==> config.mk <==
export PLATFORM = sky130hd
export DESIGN_NAME = pipe_hazard_ctrl
export DESIGN_NICKNAME = d
export VERILOG_FILES = /design/src/rtl/pipe_hazard_ctrl_pkg.sv /design/src/rtl/sat_counter.sv /design/src/rtl/pipe_hazard_ctrl.sv
export SDC_FILE = /design/constraint.sdc
export NUM_CORES = 1
export LEC_CHECK = 0
export CAP_MARGIN = 20
export CELL_PAD_IN_SITES_DETAIL_PLACEMENT = 0
export CELL_PAD_IN_SITES_GLOBAL_PLACEMENT = 1
export CORE_MARGIN = 2
export CORE_UTILIZATION = 31
export DETAILED_ROUTE_END_ITERATION = 8
export PLACE_DENSITY_LB_ADDON = 0.1
export REMOVE_ABC_BUFFERS = 1
export SYNTH_ARGS = -nofsm -noshare
export SYNTH_HDL_FRONTEND = slang
export SYNTH_SLANG_ARGS = --single-unit
==> constraint.sdc <==
create_clock -name i_Clk -period 2.87 [get_ports i_Clk]
set_input_delay 0.287 -clock i_Clk [delete_from_list [all_inputs] [get_ports i_Clk]]
set_output_delay 0.287 -clock i_Clk [all_outputs]
set_load 0.05 [all_outputs]
==> src/rtl/pipe_hazard_ctrl_pkg.sv <==
// Shared definitions for the pipeline hazard sequencer.
// Holds the FSM state encoding, the register-zero constant and a small
// register-compare helper used by the load-use detector.
package pipe_hazard_ctrl_pkg;

   // FSM state encoding (2-bit; encoding 2'd3 is unused and treated as RUN)
   localparam logic [1:0] RUN      = 2'd0;
   localparam logic [1:0] MEM_WAIT = 2'd1;
   localparam logic [1:0] BTB_UPD  = 2'd2;

   // $zero never carries a true dependency
   localparam logic [4:0] REG_ZERO = 5'd0;

   // True when a producer register feeds a consumer register (never for $zero)
   function automatic logic reg_dep(input logic [4:0] prod, input logic [4:0] cons);
      return (prod != REG_ZERO) && (prod == cons);
   endfunction

endpackage

==> src/rtl/sat_counter.sv <==
// Saturating up-counter used for the pipeline performance counters.
// Ports: i_Clk clock, i_clear synchronous clear (dominates), i_inc count
// enable, o_count current value; holds at all-ones instead of wrapping.
module sat_counter #(
   parameter int W = 16
) (
   input  logic         i_Clk,
   input  logic         i_clear,
   input  logic         i_inc,
   output logic [W-1:0] o_count
);

   logic [W-1:0] r_count;

   always_ff @(posedge i_Clk) begin
      if (i_clear) begin
         r_count <= '0;
      end else if (i_inc && (r_count != {W{1'b1}})) begin
         r_count <= r_count + W'(1);
      end
   end

   assign o_count = r_count;

endmodule

==> src/rtl/pipe_hazard_ctrl.sv <==
// Stall/flush sequencer for the 5-stage MIPS pipeline with a BTB.
// Inputs: hazard sources (load in EX, ID sources, MEM-stage branch
// resolution, data-memory busy). Outputs: PC/IF_ID enables, three stage
// flushes, memory-wait hold, PC redirect, one-shot BTB update, sticky
// memory timeout and saturating stall/flush counters.
// Priority each cycle: MemBusy > mispredict > load-use.
module pipe_hazard_ctrl
   import pipe_hazard_ctrl_pkg::*;
#(
   parameter int CNT_W       = 16,
   parameter int MEM_TIMEOUT = 255
) (
   input  logic              i_Clk,
   input  logic              i_Rst,
   input  logic              i_ID_EX_MemRead,
   input  logic [4:0]        i_ID_EX_Rt,
   input  logic [4:0]        i_IF_ID_Rs,
   input  logic [4:0]        i_IF_ID_Rt,
   input  logic              i_EX_MEM_Branch,
   input  logic              i_EX_MEM_Predicted,
   input  logic              i_BranchTaken,
   input  logic [31:0]       i_EX_MEM_Update,
   input  logic [31:0]       i_EX_MEM_PC,
   input  logic              i_MemBusy,
   output logic              o_PCWrite,
   output logic              o_IF_ID_Write,
   output logic              o_IF_ID_Flush,
   output logic              o_ID_EX_Flush,
   output logic              o_EX_MEM_Flush,
   output logic              o_Hold,
   output logic              o_Redirect,
   output logic [31:0]       o_RedirectPC,
   output logic              o_BTB_Write,
   output logic [31:0]       o_BTB_PC,
   output logic [31:0]       o_BTB_Target,
   output logic              o_BTB_Taken,
   output logic              o_Timeout,
   output logic [CNT_W-1:0]  o_StallCount,
   output logic [CNT_W-1:0]  o_FlushCount
);

   localparam int               WAIT_W   = $clog2(MEM_TIMEOUT + 1);
   localparam logic [WAIT_W-1:0] WAIT_MAX = WAIT_W'(MEM_TIMEOUT);

   logic [1:0]        r_state;
   logic [1:0]        w_state_nxt;
   logic [WAIT_W-1:0] r_wait;
   logic [WAIT_W-1:0] w_wait_nxt;
   logic              r_timeout;
   logic [31:0]       r_btb_pc;
   logic [31:0]       r_btb_target;
   logic              r_btb_taken;

   logic w_mispredict;
   logic w_load_use;
   logic w_recover;
   logic w_lu_stall;
   logic w_stall_inc;
   logic w_flush_inc;

   // ---------------------------------------------------------------------
   // Hazard detection and priority resolution
   // ---------------------------------------------------------------------
   assign w_mispredict = i_EX_MEM_Branch & (i_BranchTaken != i_EX_MEM_Predicted);
   assign w_load_use   = i_ID_EX_MemRead &
                         (reg_dep(i_ID_EX_Rt, i_IF_ID_Rs) | reg_dep(i_ID_EX_Rt, i_IF_ID_Rt));

   // A memory wait freezes everything, so a pending mispredict is deferred
   // until MemBusy drops. A recovery flushes the younger instructions, which
   // makes any concurrent load-use moot.
   assign w_recover  = ~i_MemBusy & w_mispredict;
   assign w_lu_stall = ~i_MemBusy & ~w_mispredict & w_load_use;

   assign w_stall_inc = ~i_Rst & (i_MemBusy | w_lu_stall);
   assign w_flush_inc = ~i_Rst & w_recover;

   // ---------------------------------------------------------------------
   // FSM: state register
   // ---------------------------------------------------------------------
   always_ff @(posedge i_Clk) begin
      if (i_Rst) begin
         r_state <= RUN;
      end else begin
         r_state <= w_state_nxt;
      end
   end

   // ---------------------------------------------------------------------
   // FSM: next-state logic
   // MEM_WAIT with MemBusy low behaves as RUN, and BTB_UPD lasts one cycle,
   // so every state follows the same priority rules. A load-use stall from
   // BTB_UPD returns to RUN so the BTB strobe is never repeated.
   // ---------------------------------------------------------------------
   always_comb begin
      w_state_nxt = RUN;
      case (r_state)
         RUN, MEM_WAIT, BTB_UPD: begin
            if (i_MemBusy) begin
               w_state_nxt = MEM_WAIT;
            end else if (w_mispredict) begin
               w_state_nxt = BTB_UPD;
            end else begin
               w_state_nxt = RUN;
            end
         end
         default: w_state_nxt = RUN;
      endcase
   end

   // ---------------------------------------------------------------------
   // FSM: output logic (RUN-idle values while in reset)
   // ---------------------------------------------------------------------
   always_comb begin
      o_PCWrite      = 1'b1;
      o_IF_ID_Write  = 1'b1;
      o_IF_ID_Flush  = 1'b0;
      o_ID_EX_Flush  = 1'b0;
      o_EX_MEM_Flush = 1'b0;
      o_Hold         = 1'b0;
      o_Redirect     = 1'b0;
      o_BTB_Write    = 1'b0;
      if (!i_Rst) begin
         o_BTB_Write = (r_state == BTB_UPD);
         if (i_MemBusy) begin
            o_PCWrite     = 1'b0;
            o_IF_ID_Write = 1'b0;
            o_Hold        = 1'b1;
         end else if (w_mispredict) begin
            o_Redirect     = 1'b1;
            o_IF_ID_Flush  = 1'b1;
            o_ID_EX_Flush  = 1'b1;
            o_EX_MEM_Flush = 1'b1;
         end else if (w_load_use) begin
            // Freeze PC and IF/ID, inject one bubble into ID/EX
            o_PCWrite     = 1'b0;
            o_IF_ID_Write = 1'b0;
            o_ID_EX_Flush = 1'b1;
         end
      end
   end

   assign o_RedirectPC = o_Redirect ? i_EX_MEM_Update : 32'd0;

   // ---------------------------------------------------------------------
   // Memory-wait counter and sticky timeout
   // The counter tracks consecutive busy cycles: 1 on the first one,
   // saturating at MEM_TIMEOUT, and cleared as soon as MemBusy drops.
   // ---------------------------------------------------------------------
   always_comb begin
      w_wait_nxt = '0;
      if (i_MemBusy) begin
         if (r_state != MEM_WAIT) begin
            w_wait_nxt = WAIT_W'(1);
         end else if (r_wait == WAIT_MAX) begin
            w_wait_nxt = r_wait;
         end else begin
            w_wait_nxt = r_wait + WAIT_W'(1);
         end
      end
   end

   always_ff @(posedge i_Clk) begin
      if (i_Rst) begin
         r_wait    <= '0;
         r_timeout <= 1'b0;
      end else begin
         r_wait <= w_wait_nxt;
         if (i_MemBusy && (w_wait_nxt == WAIT_MAX)) begin
            r_timeout <= 1'b1;
         end
      end
   end

   assign o_Timeout = r_timeout;

   // ---------------------------------------------------------------------
   // BTB update capture; written out during the following BTB_UPD cycle
   // ---------------------------------------------------------------------
   always_ff @(posedge i_Clk) begin
      if (i_Rst) begin
         r_btb_pc     <= 32'd0;
         r_btb_target <= 32'd0;
         r_btb_taken  <= 1'b0;
      end else if (w_recover) begin
         r_btb_pc     <= i_EX_MEM_PC;
         r_btb_target <= i_EX_MEM_Update;
         r_btb_taken  <= i_BranchTaken;
      end
   end

   assign o_BTB_PC     = r_btb_pc;
   assign o_BTB_Target = r_btb_target;
   assign o_BTB_Taken  = r_btb_taken;

   // ---------------------------------------------------------------------
   // Performance counters
   // ---------------------------------------------------------------------
   sat_counter #(.W(CNT_W)) u_stall_cnt (
      .i_Clk   (i_Clk),
      .i_clear (i_Rst),
      .i_inc   (w_stall_inc),
      .o_count (o_StallCount)
   );

   sat_counter #(.W(CNT_W)) u_flush_cnt (
      .i_Clk   (i_Clk),
      .i_clear (i_Rst),
      .i_inc   (w_flush_inc),
      .o_count (o_FlushCount)
   );

endmodule

==> results of run 1 <==
## cell usage after synthesis (all sizes together), types with 2 or more instances
cell	count	area share [%]
a21o	35	6.0
a21oi	19	2.2
a22o	34	6.8
a31oi	4	1.2
and2	32	4.5
and3	7	0.99
and4	5	1.0
buf	11	1.5
clkbuf	14	1.2
dfxtp	108	49
ha	3	0.85
inv	11	0.94
nand2	20	1.7
nand2b	2	0.28
nand3	16	2.0
nand4	4	0.71
nor2	31	2.6
nor2b	2	0.28
nor3	11	1.2
nor3b	4	0.68
nor4	5	0.85
nor4bb	2	0.45
o21ai	11	1.2
o22ai	3	0.43
or3	8	1.1
xnor2	19	3.8
xor2	15	3.1
## sequential cells by signal, summed over array words and instances (netlist names)
register,count
o_BTB_PC,32
r_state,2
u_stall_cnt.o_count,16
o_BTB_Target,32
o_BTB_Taken,1
o_Timeout,1
r_wait,8
u_flush_cnt.o_count,16
## cells in the final DEF (no fill, tap or decap), drive strengths merged, types with 15 or more instances in the layout
cell / n
a21o: 35
a21oi: 19
a22o: 34
and2: 32
buf: 48
clkdlybuf4s50: 183
dfxtp: 108
nand2: 20
nand3: 16
nor2: 31
xnor2: 19
xor2: 15
## stage by stage
step | setup slack, ps | instances
after floorplan | -543 | 424
after CTS | 272 | 850
final | 330 | 850
after global routing | 166 | 850
after global placement | 327 | 835
after detailed placement | 281 | 835
## cell type report
type                            instances  share of cell area [%]
Timing Repair Buffer                  231                    36.0
Sequential cell                       108                    29.0
Multi-Input combinational cell        305                    28.0
Clock buffer                           12                    3.18
Tap cell                              180                    3.02
Inverter                               11                   0.554
Clock inverter                          3                   0.202
## per-layer routing
metal	global-route usage, %	wire (um)
met1	21.5	5800
met2	30.9	6990
met3	9.64	1320
met4	3.55	146
met5	0	0
## kinds of logic (layout without fill, tap and decap cells)
logic type               Yosys count  after routing  synth area share [%]
buffers and inverters             36            257                  3.63
adder cells (fa/ha/maj)            3              3                 0.851
flip-flops                       108            108                  49.0
AO/OA/AOI/OAI                    113            113                  19.6
AND/OR/NAND/NOR                  153            153                  19.5
XOR/XNOR                          34             34                  6.92
multiplexers                       2              2                 0.482
## path summary, 6_finish.rpt
kind	to
setup / recovery	o_IF_ID_Write
setup reg to reg	u_stall_cnt.o_count[6]$_SDFFE_PP0P_
hold reg to reg	o_BTB_Target[21]$_SDFFE_PP0P_
hold / removal	o_BTB_Target[21]$_SDFFE_PP0P_
## worst max-delay path: stages
cell	delay (ps)
clkdlybuf4s50_1	480
xor2_2	240
a31oi_4	230
buf_4	600
nand2_1	160
buf_4	240
## power by group
group / total, mW / internal (mW) / switching, mW
logic: 0.596 / 0.268 / 0.328
registers: 1.57 / 1.54 / 0.0254
clock network: 1.13 / 0.581 / 0.547
total: 3.29 / 2.39 / 0.901
==> flow_summary.rst, run 1 <==
.. list-table::
   :header-rows: 1

   * - Metric
     - Value
   * - Highest ir drop seen on vdd
     - 0.278 mV
   * - Initial DRT Pass Iterations
     - 4
   * - Worst setup path class
     - input port to output pin
   * - H-tree depth reported by CTS
     - 3
   * - Share of the clock period used by the worst path after layout
     - 88.5%
   * - Number of remaining DRC errors
     - 0
   * - Antenna violations before repair
     - 0
   * - HPWL after DPL
     - 10700 um
   * - Total negative slack
     - 0 ps
   * - Tightest slew margin relative to the limit
     - 50.3%
   * - Dominant register cell in the synthesized netlist
     - dfxtp_1
   * - Worst min path class
     - register to register
   * - HP Start
     - o_BTB_Target[21]$_SDFFE_PP0P_
   * - Worst-path maximum fanout
     - 68
   * - Violation count after the first detailed-routing iteration
     - 233
   * - Crit path arrival time
     - 2250 ps
   * - Starting Density
     - 31.8%
   * - Unrepaired setup endpoints after global routing
     - no
   * - Number of global-route vias before repair
     - 4085
   * - Launching element type of the critical path
     - input port
   * - Core Area
     - around 14000 um^2
   * - Grt ovf
     - 0
   * - Post-synthesis area per instance
     - 9.82 um^2
   * - Height of the chip
     - 123 um
   * - Number of placement rows
     - 43
   * - Pin slew with the least headroom to its limit
     - 746 ps
   * - Leak pwr
     - 2.97 nW
   * - Mapped cell area
     - between 4000 and 5000 um^2
   * - IO Port Bufs
     - 223
   * - Number of buffers added by the clock tree synthesis step
     - 9
   * - Max Buffers Root-to-Sink
     - 2
   * - Hold path depth
     - 1
   * - Sink Count
     - approximately 110
   * - Diode count
     - 0
   * - Detailed-route wire length per cell
     - 16.8 um
   * - Highest Clock Rate
     - 0.394 GHz
   * - Minimum period implied by the final worst setup slack
     - 2540 ps
   * - Status
     - complete, no violations
   * - Startpoint of the worst setup timing path
     - i_BranchTaken
   * - Number of unique standard cell types used by synthesis
     - 51
   * - CTS Hold Bufs
     - 0
   * - Cell count after synthesis
     - 449
   * - Share of flip-flops with an asynchronous set or reset
     - 0%
   * - Area added between synthesis and finish
     - 68.9%
   * - Total setup buffers inserted after CTS
     - 0
   * - Number of top-level pins
     - 224
   * - Register bit count reported by yosys
     - 108
   * - Clock Pin Slew Worst Setup and Hold Paths
     - 70 ps
   * - GRT Total Usage
     - between 10% and 20%
   * - Final design utilization
     - 53.7%
   * - Largest net degree at the start of global routing
     - 69
   * - Maximum clock skew at final layout
     - 5.75 ps
   * - Max-slew violation count
     - 0
   * - Reg2reg start
     - u_stall_cnt.o_count[6]$_SDFFE_PP0P_
   * - Wire length of the first global-routing pass
     - 21600 um
   * - Area of the multi-input gates
     - ~2100 um^2
   * - YS warnings
     - 0
   * - Quantity of gates resized following cts
     - 0
   * - Worst Path Required
     - 2580 ps
   * - Cell count of the worst reg-to-reg path
     - 7
   * - Die Wd
     - 123 um
   * - Net count reported at finish
     - roughly 760
   * - Hold Slack
     - 451 ps
   * - Setup violations, final
     - 0
   * - Buffer cell driving the clock tree root
     - clkbuf_16
   * - Routed vias
     - 4116
   * - Cell Area, Placed
     - 7200 um^2
   * - Count of flip-flops with a built-in enable after synthesis
     - 0
   * - TritonCTS clock tree
     - yes
   * - Worst setup slack for register-to-register paths
     - 800 ps
   * - Final design instance area without fill
     - 7450 um^2
   * - Tot Pwr
     - 3.29 mW
   * - FILL cells
     - 1244
   * - Type of element capturing the critical path
     - output pin
   * - Clk Latency, worst-skew pair
     - around 350 ps
   * - Share of synthesized area occupied by flip-flops and latches
     - 49.0%
   * - Power per Cell Area
     - roughly 440 nW/um^2
   * - Hold violation total from the final report
     - 0
   * - Sequential Area
     - 2160 um^2
   * - Remaining antenna violation count
     - 0
   * - Die outline area
     - 15200 um^2
   * - Final weighted congestion of routability-driven global placement
     - 0.808
   * - DRT Wirelength
     - ~14000 um
   * - Max Cap Viol
     - 0
   * - Number of vias per cell
     - about 4.8
   * - Share of post-route cells with drive strength above 1
     - 10.7%
(Power assumes the default switching activity.)
==> run 2, diff against run 1 <==
- CORE_MARGIN: 2 -> 1.5
- CTS_CLUSTER_SIZE: default -> 20
==> run 2 against run 1 <==
  * Fmax is 3.8% higher
  * Sequential share of layout area is 0.18 points lower
  * Largest power group unchanged
  * Via count is 0.61% lower
  * Largest cell class unchanged
  * Core utilization is 0.33 points higher
  * Sequential power hardly changed
  * Sequential cell count stayed put
  * Worst hold slack better by 2.0 ps
  * Global-route usage is 0.35 points higher
  * Combinational power hardly changed
==> flow_summary.rst, run 2 (synthesized netlist as in run 1, its figures left out) <==
.. list-table::
   :header-rows: 1

   * - Metric
     - Value
   * - Status
     - complete, no violations
   * - Buffer cell driving the clock tree root
     - clkbuf_16
   * - Height of the chip
     - 122 um
   * - Net Switching
     - 0.912 mW
   * - Unrepaired setup endpoints after global routing
     - no
   * - Antenna violations before repair
     - 0
   * - Hold path depth
     - 1
   * - IO Port Bufs
     - 223
   * - Share of the clock period used by the worst path after layout
     - 85.3%
   * - Share of post-route cells with drive strength above 1
     - 11.3%
   * - HP Start
     - o_BTB_Target[22]$_SDFFE_PP0P_
   * - Number of placement rows
     - 43
   * - Worst-path maximum fanout
     - 61
   * - Highest Clock Rate
     - 0.408 GHz
   * - Startpoint of the worst setup timing path
     - i_BranchTaken
   * - Count of placed standard cells in the final layout, fillers left out
     - 852
   * - Launching element type of the critical path
     - input port
   * - Combinational share of power
     - 17.7%
   * - Number of buffers added by the clock tree synthesis step
     - 9
   * - Diode count
     - 0
   * - Crit path arrival time
     - 2160 ps
   * - Setup violations, final
     - 0
   * - Core Area
     - between 10000 and 15000 um^2
   * - FILL cells
     - 1216
   * - Largest net degree at the start of global routing
     - 62
   * - Power per Cell Area
     - between 400 and 500 nW/um^2
   * - TritonCTS clock tree
     - yes
   * - Clock power share
     - 36.0%
   * - Number of placed instances, taps included
     - 836
   * - Maximum clock skew at final layout
     - 2.98 ps
   * - Minimum period implied by the final worst setup slack
     - 2450 ps
   * - Remaining antenna violation count
     - 0
   * - Wire length of the first global-routing pass
     - 21600 um
   * - Max-slew violation count
     - 0
   * - Worst min path class
     - register to register
   * - Clk Latency, worst-skew pair
     - between 300 and 400 ps
   * - Reg2reg start
     - u_stall_cnt.o_count[0]$_SDFFE_PP0P_
   * - Number of remaining DRC errors
     - 0
   * - HPWL after DPL
     - around 11000 um
   * - Total setup buffers inserted after CTS
     - 0
   * - Cell count of the worst reg-to-reg path
     - 7
   * - Part of the power in registers
     - around 46%
   * - Pre-CTS setup slack
     - 371 ps
   * - Starting Density
     - 31.8%
   * - Clock Pin Slew Worst Setup and Hold Paths
     - 70 ps
   * - Quantity of gates resized following cts
     - 0
   * - Die outline area
     - 14900 um^2
   * - DRT Wirelength
     - 14300 um
   * - Max Buffers Root-to-Sink
     - 2
   * - Number of vias per cell
     - 4.80
   * - CTS Hold Bufs
     - 0
   * - GRT Total Usage
     - 18.9%
   * - Leak pwr
     - 2.99 nW
   * - Worst Path Required
     - 2580 ps
   * - Max Cap Viol
     - 0
   * - Violation count after the first detailed-routing iteration
     - 155
   * - Area added between synthesis and finish
     - 69.9%
   * - Most common library cell in the layout ignoring fill and taps
     - clkdlybuf4s50_1
   * - H-tree depth reported by CTS
     - 3
   * - Detailed-route wire length per cell
     - 16.8 um
   * - Hold violation total from the final report
     - 0
   * - Initial DRT Pass Iterations
     - 6
   * - Grt ovf
     - 0
   * - Internal power
     - between 2 and 2.5 mW
   * - Routed vias
     - between 4000 and 5000
   * - Commonest cells after routing, fill and taps aside
     - clkdlybuf4s50_1, dfxtp_1, buf_12
   * - Number of global-route vias before repair
     - 4045
   * - Type of element capturing the critical path
     - output pin
   * - Number of top-level pins
     - 224
   * - Fraction of power spent switching nets
     - a little over a quarter
   * - Final weighted congestion of routability-driven global placement
     - 0.770
   * - Final setup slack of the worst path
     - 421 ps
   * - Sink Count
     - 108
   * - Tightest slew margin relative to the limit
     - 61.8%
   * - Hold Slack
     - 453 ps
   * - Highest ir drop seen on vdd
     - ~0.32 mV
   * - Worst setup path class
     - input port to output pin
   * - Tot Pwr
     - 3.38 mW
   * - Die Wd
     - 122 um
   * - Net count reported at finish
     - 756
   * - Pin slew with the least headroom to its limit
     - 571 ps
-- run 2: changes by cell type in the layout (fill, tap and decap cells not counted), sizes merged --
cell | before | now
buf | 48 | 49
clkinv | 3 | 1
clkinvlp | 0 | 2
clkbuf | 12 | 13
-- run 2: power groups by stage --
stage          combinational [mW]  clock [mW]  sequential, mW
3_3_place_gp                0.600           0            1.60
2_1_floorplan               0.153           0            1.73
6_report                    0.598        1.22            1.57
3_5_place_dp                0.602           0            1.60
5_1_grt                     0.628        1.32            1.57
4_1_cts                     0.604        1.27            1.57
-- run 2: cell type report --
cell class	count	area, um^2	share of cell area, %
multi-input cells	305	2090	27.9
clock buffers	13	270	3.61
flip-flops and latches	108	2160	28.9
clock inverters	3	20.0	0.267
well taps	180	225	3.01
inverters	11	41.3	0.551
repair buffers	232	2690	35.9
-- run 2: critical path, cell delays in order --
cell	delay [ps]
clkdlybuf4s50_1	520
xor2_2	260
nand3_2	190
inv_2	150
buf_12	250
and2_1	280
buf_12	160
-- run 2: through the flow --
step                area, um^2  TNS (ps)  utilization [%]
floorplan                 4290    -23080                -
detailed placement        7200         0             51.9
CTS                       7490         0             54.0
global placement          7200         0             51.9
global route              7490         0             54.0
finish                    7490         0             54.0
-- run 2: path summary, 6_finish.rpt --
check	to	slack, ps
max	o_RedirectPC[0]	420
min	o_BTB_Target[22]$_SDFFE_PP0P_	450
max reg2reg	u_stall_cnt.o_count[13]$_SDFFE_PP0P_	780
min reg2reg	o_BTB_Target[22]$_SDFFE_PP0P_	450
-- run 2: routing by layer --
layer  track usage (%)  vias up  routed length [um]
li1                  -     2026                   -
met2              32.5      118                7310
met4              6.54        0                 326
met3              7.71       20                1130
met5                 0        -                   0
met1              21.2     1927                5580
